==> config.mk <==
export PLATFORM = sky130hd
export DESIGN_NAME = add_sum_wrbuf_flat
export DESIGN_NICKNAME = d
export VERILOG_FILES = /design/src/rtl/add_sum_wrbuf_if.sv /design/src/rtl/add_sum_wrbuf.sv /design/src/flat_wrapper.sv
export SDC_FILE = /design/constraint.sdc
export NUM_CORES = 1
export LEC_CHECK = 0
export CAP_MARGIN = 10
export CORE_MARGIN = 8
export CORE_UTILIZATION = 45
export DETAILED_ROUTE_END_ITERATION = 8
export GPL_ROUTABILITY_DRIVEN = 0
export PLACE_DENSITY = 0.66
export SLEW_MARGIN = 40
export SYNTH_ARGS = -nofsm -noshare
export SYNTH_HDL_FRONTEND = slang
export SYNTH_SLANG_ARGS = --single-unit
==> constraint.sdc <==
create_clock -name clk -period 2.6 [get_ports clk]
set_input_delay 0.39 -clock clk [delete_from_list [all_inputs] [get_ports clk]]
set_output_delay 0.39 -clock clk [all_outputs]
set_load 0.01 [all_outputs]
==> src/rtl/add_sum_wrbuf_if.sv <==
// Signal bundle between the ADD stage, GLB write port, CCU and the sum write buffer.
// master = the buffer itself, slave = its environment (ADD/GLB/CCU or a bench).
interface add_sum_wrbuf_if #(
    parameter int SRAM_WIDTH = 256,
    parameter int ADDR_WIDTH = 16,
    parameter int CNT_WIDTH  = 3
);
    logic [ADDR_WIDTH-1:0] ADDWBF_SumWrAddr;
    logic [SRAM_WIDTH-1:0] ADDWBF_SumWrDat;
    logic                  ADDWBF_SumWrDatVld;
    logic                  WBFADD_SumWrDatRdy;
    logic [ADDR_WIDTH-1:0] WBFGLB_WrAddr;
    logic [SRAM_WIDTH-1:0] WBFGLB_WrDat;
    logic                  WBFGLB_WrDatVld;
    logic                  GLBWBF_WrDatRdy;
    logic                  CCUWBF_DrainReq;
    logic                  WBFCCU_DrainDone;
    logic                  CCUWBF_Clear;
    logic [CNT_WIDTH-1:0]  WBFCCU_Cnt;

    modport master (
        input  ADDWBF_SumWrAddr, ADDWBF_SumWrDat, ADDWBF_SumWrDatVld,
        output WBFADD_SumWrDatRdy,
        output WBFGLB_WrAddr, WBFGLB_WrDat, WBFGLB_WrDatVld,
        input  GLBWBF_WrDatRdy,
        input  CCUWBF_DrainReq, CCUWBF_Clear,
        output WBFCCU_DrainDone, WBFCCU_Cnt
    );

    modport slave (
        output ADDWBF_SumWrAddr, ADDWBF_SumWrDat, ADDWBF_SumWrDatVld,
        input  WBFADD_SumWrDatRdy,
        input  WBFGLB_WrAddr, WBFGLB_WrDat, WBFGLB_WrDatVld,
        output GLBWBF_WrDatRdy,
        output CCUWBF_DrainReq, CCUWBF_Clear,
        input  WBFCCU_DrainDone, WBFCCU_Cnt
    );
endinterface

==> src/rtl/add_sum_wrbuf.sv <==
// Elastic FWFT write buffer between the ADD sum stream and the GLB write port,
// with a CCU drain handshake and synchronous clear.
module add_sum_wrbuf #(
    parameter int SRAM_WIDTH = 256,
    parameter int ADDR_WIDTH = 16,
    parameter int DEPTH      = 4,
    parameter int CNT_WIDTH  = 3
) (
    input logic            clk,
    input logic            rst_n,
    add_sum_wrbuf_if.master bus
);
    localparam int IDX_W = CNT_WIDTH - 1;
    localparam logic [CNT_WIDTH-1:0] ONE = 1;

    typedef enum logic [1:0] {RUN, DRAIN, DONE} state_t;

    state_t state, stateNext;

    logic [ADDR_WIDTH-1:0] addrMem [DEPTH];
    logic [SRAM_WIDTH-1:0] datMem  [DEPTH];
    logic [CNT_WIDTH-1:0]  wrPtr, rdPtr, cnt, cntNext;
    logic                  full, empty, rdy, push, pop, clear;

    assign clear = bus.CCUWBF_Clear;
    assign empty = (wrPtr == rdPtr);
    assign full  = (wrPtr[IDX_W] != rdPtr[IDX_W]) &&
                   (wrPtr[IDX_W-1:0] == rdPtr[IDX_W-1:0]);

    // Ready comes from registered state only, so GLB back-pressure never
    // reaches the ADD pipeline combinationally.
    assign rdy  = (state == RUN) && !full && !clear;
    assign push = bus.ADDWBF_SumWrDatVld && rdy;
    assign pop  = !empty && bus.GLBWBF_WrDatRdy && !clear;

    assign bus.WBFADD_SumWrDatRdy = rdy;
    assign bus.WBFGLB_WrDatVld    = !empty;
    assign bus.WBFGLB_WrAddr      = addrMem[rdPtr[IDX_W-1:0]];
    assign bus.WBFGLB_WrDat       = datMem[rdPtr[IDX_W-1:0]];
    assign bus.WBFCCU_DrainDone   = (state == DONE);
    assign bus.WBFCCU_Cnt         = cnt;

    always_comb begin
        cntNext = cnt;
        if (clear)
            cntNext = '0;
        else if (push && !pop)
            cntNext = cnt + ONE;
        else if (pop && !push)
            cntNext = cnt - ONE;
    end

    always_ff @(posedge clk or negedge rst_n) begin
        if (!rst_n) begin
            wrPtr <= '0;
            rdPtr <= '0;
            cnt   <= '0;
        end else begin
            cnt <= cntNext;
            if (clear) begin
                wrPtr <= '0;
                rdPtr <= '0;
            end else begin
                if (push) wrPtr <= wrPtr + ONE;
                if (pop)  rdPtr <= rdPtr + ONE;
            end
        end
    end

    always_ff @(posedge clk or negedge rst_n) begin
        if (!rst_n) begin
            for (int i = 0; i < DEPTH; i++) begin
                addrMem[i] <= '0;
                datMem[i]  <= '0;
            end
        end else if (push) begin
            addrMem[wrPtr[IDX_W-1:0]] <= bus.ADDWBF_SumWrAddr;
            datMem[wrPtr[IDX_W-1:0]]  <= bus.ADDWBF_SumWrDat;
        end
    end

    always_ff @(posedge clk or negedge rst_n) begin
        if (!rst_n) state <= RUN;
        else        state <= stateNext;
    end

    // DRAIN finishes once the buffer will be empty next cycle (clear counts too).
    always_comb begin
        stateNext = state;
        case (state)
            RUN:     if (bus.CCUWBF_DrainReq) stateNext = DRAIN;
            DRAIN:   if (cntNext == '0) stateNext = DONE;
            DONE:    stateNext = RUN;
            default: stateNext = RUN;
        endcase
    end
endmodule

==> src/flat_wrapper.sv <==
// flat-port wrapper written by rule: the top's interface ports become plain ports
module add_sum_wrbuf_flat 
#(
    parameter int SRAM_WIDTH = 256,
    parameter int ADDR_WIDTH = 16,
    parameter int DEPTH      = 4,
    parameter int CNT_WIDTH  = 3
)
  (clk, rst_n, bus_ADDWBF_SumWrAddr, bus_ADDWBF_SumWrDat, bus_ADDWBF_SumWrDatVld, bus_WBFADD_SumWrDatRdy, bus_WBFGLB_WrAddr, bus_WBFGLB_WrDat, bus_WBFGLB_WrDatVld, bus_GLBWBF_WrDatRdy, bus_CCUWBF_DrainReq, bus_CCUWBF_Clear, bus_WBFCCU_DrainDone, bus_WBFCCU_Cnt);
  add_sum_wrbuf_if #(.SRAM_WIDTH(SRAM_WIDTH), .ADDR_WIDTH(ADDR_WIDTH), .CNT_WIDTH(CNT_WIDTH)) bus_i ();
  input logic clk;
  input logic rst_n;
  input wire logic [$bits(bus_i.ADDWBF_SumWrAddr)-1:0] bus_ADDWBF_SumWrAddr;
  input wire logic [$bits(bus_i.ADDWBF_SumWrDat)-1:0] bus_ADDWBF_SumWrDat;
  input wire logic [$bits(bus_i.ADDWBF_SumWrDatVld)-1:0] bus_ADDWBF_SumWrDatVld;
  output wire logic [$bits(bus_i.WBFADD_SumWrDatRdy)-1:0] bus_WBFADD_SumWrDatRdy;
  output wire logic [$bits(bus_i.WBFGLB_WrAddr)-1:0] bus_WBFGLB_WrAddr;
  output wire logic [$bits(bus_i.WBFGLB_WrDat)-1:0] bus_WBFGLB_WrDat;
  output wire logic [$bits(bus_i.WBFGLB_WrDatVld)-1:0] bus_WBFGLB_WrDatVld;
  input wire logic [$bits(bus_i.GLBWBF_WrDatRdy)-1:0] bus_GLBWBF_WrDatRdy;
  input wire logic [$bits(bus_i.CCUWBF_DrainReq)-1:0] bus_CCUWBF_DrainReq;
  input wire logic [$bits(bus_i.CCUWBF_Clear)-1:0] bus_CCUWBF_Clear;
  output wire logic [$bits(bus_i.WBFCCU_DrainDone)-1:0] bus_WBFCCU_DrainDone;
  output wire logic [$bits(bus_i.WBFCCU_Cnt)-1:0] bus_WBFCCU_Cnt;
  assign bus_i.ADDWBF_SumWrAddr = bus_ADDWBF_SumWrAddr;
  assign bus_i.ADDWBF_SumWrDat = bus_ADDWBF_SumWrDat;
  assign bus_i.ADDWBF_SumWrDatVld = bus_ADDWBF_SumWrDatVld;
  assign bus_WBFADD_SumWrDatRdy = bus_i.WBFADD_SumWrDatRdy;
  assign bus_WBFGLB_WrAddr = bus_i.WBFGLB_WrAddr;
  assign bus_WBFGLB_WrDat = bus_i.WBFGLB_WrDat;
  assign bus_WBFGLB_WrDatVld = bus_i.WBFGLB_WrDatVld;
  assign bus_i.GLBWBF_WrDatRdy = bus_GLBWBF_WrDatRdy;
  assign bus_i.CCUWBF_DrainReq = bus_CCUWBF_DrainReq;
  assign bus_i.CCUWBF_Clear = bus_CCUWBF_Clear;
  assign bus_WBFCCU_DrainDone = bus_i.WBFCCU_DrainDone;
  assign bus_WBFCCU_Cnt = bus_i.WBFCCU_Cnt;
  add_sum_wrbuf #(.SRAM_WIDTH(SRAM_WIDTH), .ADDR_WIDTH(ADDR_WIDTH), .DEPTH(DEPTH), .CNT_WIDTH(CNT_WIDTH)) u_core (.clk(clk), .rst_n(rst_n), .bus(bus_i));
endmodule
; Yosys cells after proc, flatten, opt, wreduce, memory -nomap -nowiden
; Cells that the tools add are included.
[word_totals]
ff_bits = 1099
output_inout_bits = 278
wordCells = 69
[classes]
n_addsub = 4
order_cmp = 3
n_eq_ne = 7
mux = 22
bitwise_logic = 2
reduce_logical = 19
[op_table]
columns = op, n
row1 = bitwise mux 1024 bit, 1
row2 = 2-to-1 mux 256 bit, 3
row3 = binary-select mux 256 bit (select 2 bit), 1
row4 = demux 256 bit (select 2 bit), 1
row5 = bitwise mux 64 bit, 1
row6 = 2-to-1 mux 16 bit, 3
row7 = binary-select mux 16 bit (select 2 bit), 1
row8 = demux 16 bit (select 2 bit), 1
row9 = 2-to-1 mux 3 bit, 7
row10 = adder 3 x 1 -> 3 bit (second input constant), 3
row11 = logical AND 1 bit, 9
row12 = >= comparator 3 bit (second input constant), 2
row13 = inverter 2 -> 3 bit, 2
row14 = logical NOT 1 bit, 5
row15 = 2-to-1 mux 2 bit, 2
row16 = case mux 2 bit (2 select lines), 1
row17 = nonzero test 2 bit, 2
row18 = == test 3 bit, 1
row19 = logical NOT 3 bit, 1
row20 = less-than comparator 3 x 1 -> 1 bit (second input constant), 1
row21 = subtractor 3 x 1 -> 3 bit (second input constant), 1
row22 = == test 2 x 1 -> 1 bit (second input constant), 1
row23 = == test 2 bit, 1
row24 = == test 2 bit (second input constant), 1
row25 = other kinds (5), 5

; Logic depth before layout (Yosys ltp)
; Gate-level depths: netlist of run 1.
[logic_depth]
word_depth = 14
mapped_depth = 8

; Worst setup path after synthesis of run 1
; Ideal clock, no wire load.
[synth_timing]
kind = register -> output
from = register u_core.rdPtr[0]
to = output bus_WBFGLB_WrAddr[0]
t_arrival_ps = 1949
required_ps = 2210
setup_slack_ps = 261
stages_incl_launch_ff = 5
path_buffers = 3
path_cell_list = dfrtp_1 clkbuf_1 clkbuf_1 buf_1 mux4_2
[synth_via]
elab_chain_cells = 4
[synth_rtl]
columns = item, line
row1 = from (decl), add_sum_wrbuf.sv:22  ; logic [CNT_WIDTH-1:0] wrPtr, rdPtr, cnt, cntNext;
row2 = from (signal assigned), add_sum_wrbuf.sv:65  ; if (pop) rdPtr <= rdPtr + ONE;
row3 = inverter 2 -> 3 bit (not written as such), add_sum_wrbuf.sv:38  ; assign bus.WBFGLB_WrAddr = addrMem[rdPtr[IDX_W-1:0]];
row4 = binary-select mux 16 bit (select 2 bit), add_sum_wrbuf.sv:38
row5 = 2-to-1 mux 16 bit (not written as such) (2 in series), add_sum_wrbuf.sv:38
row6 = to (decl), flat_wrapper.sv:17  ; output wire logic [$bits(bus_i.WBFGLB_WrAddr)-1:0] bus_WBFGLB_WrAddr;
; Every way passes these cells. The select of a mux whose other input is x is not followed.

; Final worst setup path of run 1
[layout_timing]
from = register u_core.rdPtr[0]
to = output bus_WBFGLB_WrDat[254]
[layout_via]
elab_chain_cells = 4
[layout_rtl]
columns = item, line
row1 = inverter 2 -> 3 bit (not written as such), add_sum_wrbuf.sv:39  ; assign bus.WBFGLB_WrDat = datMem[rdPtr[IDX_W-1:0]];
row2 = binary-select mux 256 bit (select 2 bit), add_sum_wrbuf.sv:39
row3 = 2-to-1 mux 256 bit (not written as such) (2 in series), add_sum_wrbuf.sv:39
row4 = to (decl), flat_wrapper.sv:18  ; output wire logic [$bits(bus_i.WBFGLB_WrDat)-1:0] bus_WBFGLB_WrDat;
; Every way passes these cells. The select of a mux whose other input is x is not followed.

==> results of run 1 <==
-- Yosys cell counts (2+ instances only) --
| cell | n |
|---|---|
| dfrtp_1 | 1099 |
| xor2_1 | 5 |
| nand2_1 | 7 |
| inv_1 | 7 |
| buf_6 | 27 |
| nor2_1 | 8 |
| mux4_2 | 272 |
| o31ai_1 | 3 |
| buf_1 | 33 |
| nand3_1 | 7 |
| mux2_4 | 240 |
| ha_1 | 7 |
| mux2i_1 | 2 |
| buf_2 | 100 |
| clkbuf_1 | 24 |
| nor3_1 | 3 |
| mux2_2 | 849 |
| a21oi_1 | 7 |
| o21ai_0 | 3 |
| xnor2_1 | 4 |
-- timing repair --
item	4_1_cts	5_1_grt
gates resized for setup	181	785
hold buffers	1	0
setup endpoints to repair	274	481
cloned	1	47
setup buffers	6	73
endpoints found under the hold margin	10	0
pin swaps	0	3
-- how the worst max path moves through the flow --
stage | startpoint | endpoint | slack, ns
2_1_floorplan | u_core.rdPtr[0] | bus_WBFGLB_WrAddr[0] | 0.26
3_3_place_gp | bus_CCUWBF_Clear | u_core.datMem[1021] | -0.03
3_5_place_dp | bus_CCUWBF_Clear | u_core.datMem[993] | -0.04
4_1_cts | u_core.rdPtr[0] | bus_WBFGLB_WrAddr[3] | -0.61
5_1_grt | u_core.rdPtr[0] | bus_WBFADD_SumWrDatRdy | -0.45
6_report | u_core.rdPtr[0] | bus_WBFGLB_WrDat[254] | -0.35
-- report_power, final --
group	switching, W	internal, W
registers	0.00308	0.0228
clock network	0.00691	0.0103
logic	0.00967	0.0148
-- sequential cells by signal (all words and copies together) (netlist names) --
signal and count:
u_core.rdPtr 3, u_core.addrMem 64, u_core.wrPtr 3, u_core.bus.WBFCCU_Cnt 3
u_core.state 2, u_core.datMem 1024
-- per-stage QoR --
| step | area, um2 | setup WS [ns] | instances | hold slack [ns] | total power, W |
|---|---|---|---|---|---|
| finish | 63300 | -0.352 | 5039 | 0.216 | 0.0675 |
| global route | 63300 | -0.445 | 5029 | 0.209 | 0.0706 |
| CTS | 61300 | -0.615 | 4901 | 0.202 | 0.0673 |
| detailed placement | 57200 | -0.0434 | 4678 | 0.368 | 0.0502 |
| global placement | 57200 | -0.0326 | 4678 | 0.377 | 0.0491 |
| floorplan | 48400 | 0.261 | 2729 | 0.0944 | 0.0385 |
-- cells by family after synthesis --
kind of cell | Yosys count | share of synthesized area
DFF | 1099 | 0.568
adders and majority gates | 7 | 0.00181
muxes | 1363 | 0.399
and+or+nand+nor | 38 | 0.00452
buffers and inverters | 191 | 0.0216
AOI/OAI and AO/OA | 22 | 0.00336
xor gates and xnor gates | 9 | 0.00163
-- layout make-up --
| type | count | area (um2) | area share |
|---|---|---|---|
| Sequential cell | 1099 | 27500 | 0.434 |
| Multi-Input combinational cell | 1439 | 20000 | 0.317 |
| Clock buffer | 181 | 3590 | 0.0567 |
| Timing Repair Buffer | 858 | 9900 | 0.156 |
| Tap cell | 1403 | 1760 | 0.0277 |
| Inverter | 7 | 26.3 | 0.000415 |
| Antenna cell | 18 | 45.0 | 0.000711 |
| Clock inverter | 34 | 458 | 0.00723 |
-- layer usage --
| layer | up-vias | track usage |
|---|---|---|
| met2 | 713 | 0.351 |
| met3 | 203 | 0.0547 |
| li1 | 11900 | - |
| met5 | - | 0 |
| met4 | 18 | 0.0551 |
| met1 | 15100 | 0.269 |
==> metrics.md, run 1 <==
| Metric | Value |
|---|---|
| Drt total wl | `about 130 mm` |
| Mapped Cells | `approximately 2700` |
| Met2 WL | `66.5 mm` |
| CTS tree | `yes` |
| DRC errors left | `0` |
| CTS Buf Count | `116` |
| Highest routed layer | `met5` |
| Final min period | `2.95 ns` |
| CP max stage cell | `dfrtp_4` |
| Hold Path Class | `in -> async` |
| Area share of the largest cell type after synthesis | `0.568` |
| Critical R2R Launch | `u_core.rdPtr[0]` |
| CP Capture Type | `output pin` |
| Initial antenna violation count | `26` |
| Most frequent cells in the layout | `dfrtp_1, mux2_2, clkdlybuf4s50_1` |
| Yosys cell types | `42` |
| Setup TNS Final | `-55.88 ns` |
| Largest net degree at the start of global routing | `90` |
| Tcrit/Tclk final | `1.14` |
| GR Util All Layers | `0.209` |
| Syn-to-layout area delta | `30.8%` |
| Total count of hold-check failures in the final report | `0` |
| Fillcell total | `7876` |
| Core area | `107000 um2` |
| Nets@finish | `3806` |
| Synthesized cell area | `48400 um2` |
| Warnings from Yosys | `0` |
| Leakage | `30.2 nW` |
| Clk buf depth | `3` |
| Post-synth EDFFs | `0` |
| Number of I/O pins | `556` |
| Vias per Instance | `5.54` |
| Post-DP HPWL | `86.2 mm` |
| Failing checks | `negative setup slack` |
| Reg2reg path depth | `12` |
| Initial DRC Count | `1373` |
| Clock sink count | `1099` |
| Pwr per Cell Area | `1070 nW/um2` |
| Sequential area share after synthesis | `0.568` |
| Avg Cell Area, Syn | `17.7 um2` |
| Cells along the critical path | `buf_6 -> buf_16 -> buf_6 -> buf_16 -> buf_12 -> mux4_2 -> buf_6` |
| Remaining Overflow, GRT | `0` |
| Fmax | `0.339 GHz` |
| Crit-path max cell delay | `0.52 ns` |
| Commonest non-fill, non-tap cell in the layout | `dfrtp_1` |
| Clk_lat worst skew | `0.71 ns` |
| Worst-path clk slew | `0.06 ns` |
| Primary FF master, synth | `dfrtp_1` |
| Stages on worst setup path | `7` |
| Standard-cell rows | `120` |
| Post-DR wirelength/cell | `26.4 um` |
| Startpoint Class | `register` |
| Die X | `344 um` |
| Crit Path Max Fanout | `11` |
| Worst slew margin | `0.541` |
| Cell taking the most area after synthesis | `dfrtp_1` |
| Die H | `344 um` |
| Flop2flop setup slack | `-0.06 ns` |
| Crit-path most repeated cell | `buf_6` |
| H-tree depth | `3` |
| Initial Utilization | `0.453` |
| CP required | `2.21 ns` |
| Setup Viol. Count Final | `269` |
| First-pass GRT wire length | `192 mm` |
| Layout cells sized above 1 | `0.579` |
| Clk root buf | `clkbuf_16` |
| Post-layout util | `0.592` |
| Max cap viols | `0` |
| Met1 Routed Length | `55.1 mm` |
| Routed vias | `27900` |
| Drt pass-1 iters | `8` |
| Worst-margin pin slew | `0.684 ns` |
| Clock skew after layout | `~0.016 ns` |
| Crit Path Class | `reg -> out` |
| Unrepaired setup endpoints after global routing | `true` |
| Syn_nets | `3014` |
| Reg2reg end | `u_core.datMem[713]` |
| Pins Over Slew Limit | `0` |
| Synth Register Bits | `1099` |
| Outcome | `finished, violations left` |
| ANT nets after route | `0` |
| Die area | `118000 um2` |
| Peak VDD IR | `~0.64 mV` |
| Count of input and output buffers | `555` |
| Dominant cells by area after synthesis | `dfrtp_1, mux2_2, mux4_2, mux2_4, buf_2` |
| Share of synthesized registers carrying an async set or reset | `1.00` |
| Post-route setup slack | `-0.352 ns` |
| Vias in the first global route | `31100` |
| Critical path buffers and inverters | `6` |
| Delay-heaviest family, CP | `buffers and inverters` |
| Met3 wire length | `between 8 and 9 mm` |
| Arrival @ worst endpoint | `around 2.6 ns` |
No activity file was read; power rests on OpenSTA's default activity.
==> run 2: changes to the inputs <==
SLEW_MARGIN = 20   (was 40)
TNS_END_PERCENT = 5   (was unset)
==> metrics.md, run 2 (synthesis gave the netlist of run 1 again) <==
| Metric | Value |
|---|---|
| Outcome | `finished, violations left` |
| Failing checks | `negative setup slack` |
| Leakage | `28.7 nW` |
| First-pass GRT wire length | `about 190 mm` |
| Dpl ws | `-0.0434 ns` |
| Flop2flop setup slack | `0.12 ns` |
| Vias in the first global route | `between 30000 and 40000` |
| Post-DR wirelength/cell | `25.4 um` |
| Remaining Overflow, GRT | `0` |
| CP Capture Type | `output pin` |
| Clock skew after layout | `0.0167 ns` |
| Initial Utilization | `0.453` |
| Biggest regs | `u_core.datMem x1024, u_core.addrMem x64` |
| Total count of hold-check failures in the final report | `0` |
| Standard-cell rows | `120` |
| Fmax | `0.326 GHz` |
| Core area | `107000 um2` |
| Number of I/O pins | `between 500 and 600` |
| Clk root buf | `clkbuf_16` |
| ANT nets after route | `0` |
| Crit Path Max Fanout | `15` |
| Hold Path Class | `in -> async` |
| H-tree depth | `3` |
| Arrival @ worst endpoint | `2.68 ns` |
| Post-DP HPWL | `86.2 mm` |
| Largest Register | `u_core.datMem` |
| Pins Over Slew Limit | `0` |
| Clk buf depth | `3` |
| Die H | `344 um` |
| Startpoint Class | `register` |
| Layout cells sized above 1 | `0.565` |
| Number of flip-flops in the largest register | `1024` |
| DP Area | `around 57000 um2` |
| Worst-margin pin slew | `0.671 ns` |
| Fin cells | `4941` |
| Clk_lat worst skew | `0.70 ns` |
| CTS Buf Count | `116` |
| Post-route setup slack | `-0.466 ns` |
| Setup TNS Final | `-47.66 ns` |
| Peak VDD IR | `0.675 mV` |
| Final min period | `3.07 ns` |
| Unrepaired setup endpoints after global routing | `true` |
| GR Util All Layers | `0.209` |
| Placed cell count | `~4700` |
| CTS tree | `yes` |
| Die area | `118000 um2` |
| Setup Viol. Count Final | `267` |
| Tcrit/Tclk final | `1.18` |
| Post-layout util | `0.571` |
| Drt total wl | `around 130 mm` |
| Initial antenna violation count | `27` |
| Critical R2R Launch | `u_core.rdPtr[0]` |
| Routed vias | `27300` |
| Pwr per Cell Area | `1080 nW/um2` |
| Most frequent cells in the layout | `dfrtp_1, mux2_2, clkdlybuf4s50_1` |
| DRC errors left | `0` |
| Count of input and output buffers | `555` |
| Drt pass-1 iters | `4` |
| Largest net degree at the start of global routing | `90` |
| Crit Path Class | `reg -> out` |
| CP required | `about 2.2 ns` |
| Nets@finish | `3708` |
| Vias per Instance | `5.52` |
| Syn-to-layout area delta | `26.1%` |
| Commonest non-fill, non-tap cell in the layout | `dfrtp_1` |
| Reg2reg end | `u_core.datMem[586]` |
| Max cap viols | `0` |
| Worst slew margin | `0.553` |
| Reg2reg path depth | `9` |
| Die X | `344 um` |
| Initial DRC Count | `between 1000 and 1500` |
| Design area | `61100 um2` |
| Clock sink count | `around 1100` |
| Worst-path clk slew | `0.06 ns` |
-- run 2: changes by cell type in the layout (fill, tap and decap cells not counted), moves of 21 or more --
cell	previous run	this run
clkbuf_16	157	120
buf_16	34	13
mux2_4	264	240
dlygate4sd2_1	0	21
clkdlybuf4s50_1	280	311
mux2_2	825	849
buf_6	122	67
buf_2	14	58
dlymetal6s2s_1	52	3
-- run 2: how the worst max path moves through the flow --
stage,startpoint,slack [ns],cells past startpoint,to
floorplan,u_core.rdPtr[0],0.26,4,bus_WBFGLB_WrAddr[0]
global placement,bus_CCUWBF_Clear,-0.03,8,u_core.datMem[1021]
detailed placement,bus_CCUWBF_Clear,-0.04,8,u_core.datMem[993]
CTS,u_core.rdPtr[0],-0.61,4,bus_WBFGLB_WrAddr[3]
global route,u_core.rdPtr[0],-0.57,4,bus_WBFGLB_WrDat[118]
finish,u_core.rdPtr[0],-0.47,4,bus_WBFGLB_WrDat[125]
-- run 2: cell type report --
class                      count  area, um2
inverter                       7       26.3
antenna                       18       45.0
clock inverter                34        458
multi-input combinational   1439      19900
tap                         1403       1760
fill                        8130      45900
sequential                  1099      27500
timing repair buffer         760       7770
clock buffer                 181       3590
-- run 2: critical path: stages (launching register included) --
cell and delay (ns):
dfrtp_4 0.49, buf_16 0.21, buf_12 0.20, mux4_2 0.55, clkdlybuf4s50_1 0.51
-- run 2: metrics by stage --
| stage | power (W) | hold WS (ns) |
|---|---|---|
| 6_report | 0.0657 | 0.226 |
| 5_1_grt | 0.0688 | 0.207 |
| 4_1_cts | 0.0672 | 0.202 |
| 3_5_place_dp | 0.0502 | 0.368 |
| 3_3_place_gp | 0.0491 | 0.377 |
| 2_1_floorplan | 0.0385 | 0.0944 |
-- run 2: routing by layer --
| metal | up-vias | track usage | wire [um] |
|---|---|---|---|
| met5 | - | 0 | 116 |
| met4 | 18 | 0.0539 | 2940 |
| met3 | 200 | 0.0550 | 7680 |
| met2 | 648 | 0.351 | 62600 |
| met1 | 14700 | 0.269 | 52000 |
| li1 | 11700 | - | - |
-- run 2: what timing repair did --
item,in CTS,in global routing
pin swaps,0,0
resized for setup,529,272
endpoints found under the setup margin,274,273
cloned,1,3
endpoints found under the hold margin,10,0
buffers inserted,5,20
hold buffers,1,0
-- run 2: where the power goes --
part | total (W) | switching, W | leakage (nW) | internal [W]
combinational | 0.0227 | 0.00918 | 12.4 | 0.0135
clock | 0.0171 | 0.00684 | 1.99 | 0.0103
sequential | 0.0259 | 0.00304 | 14.2 | 0.0228
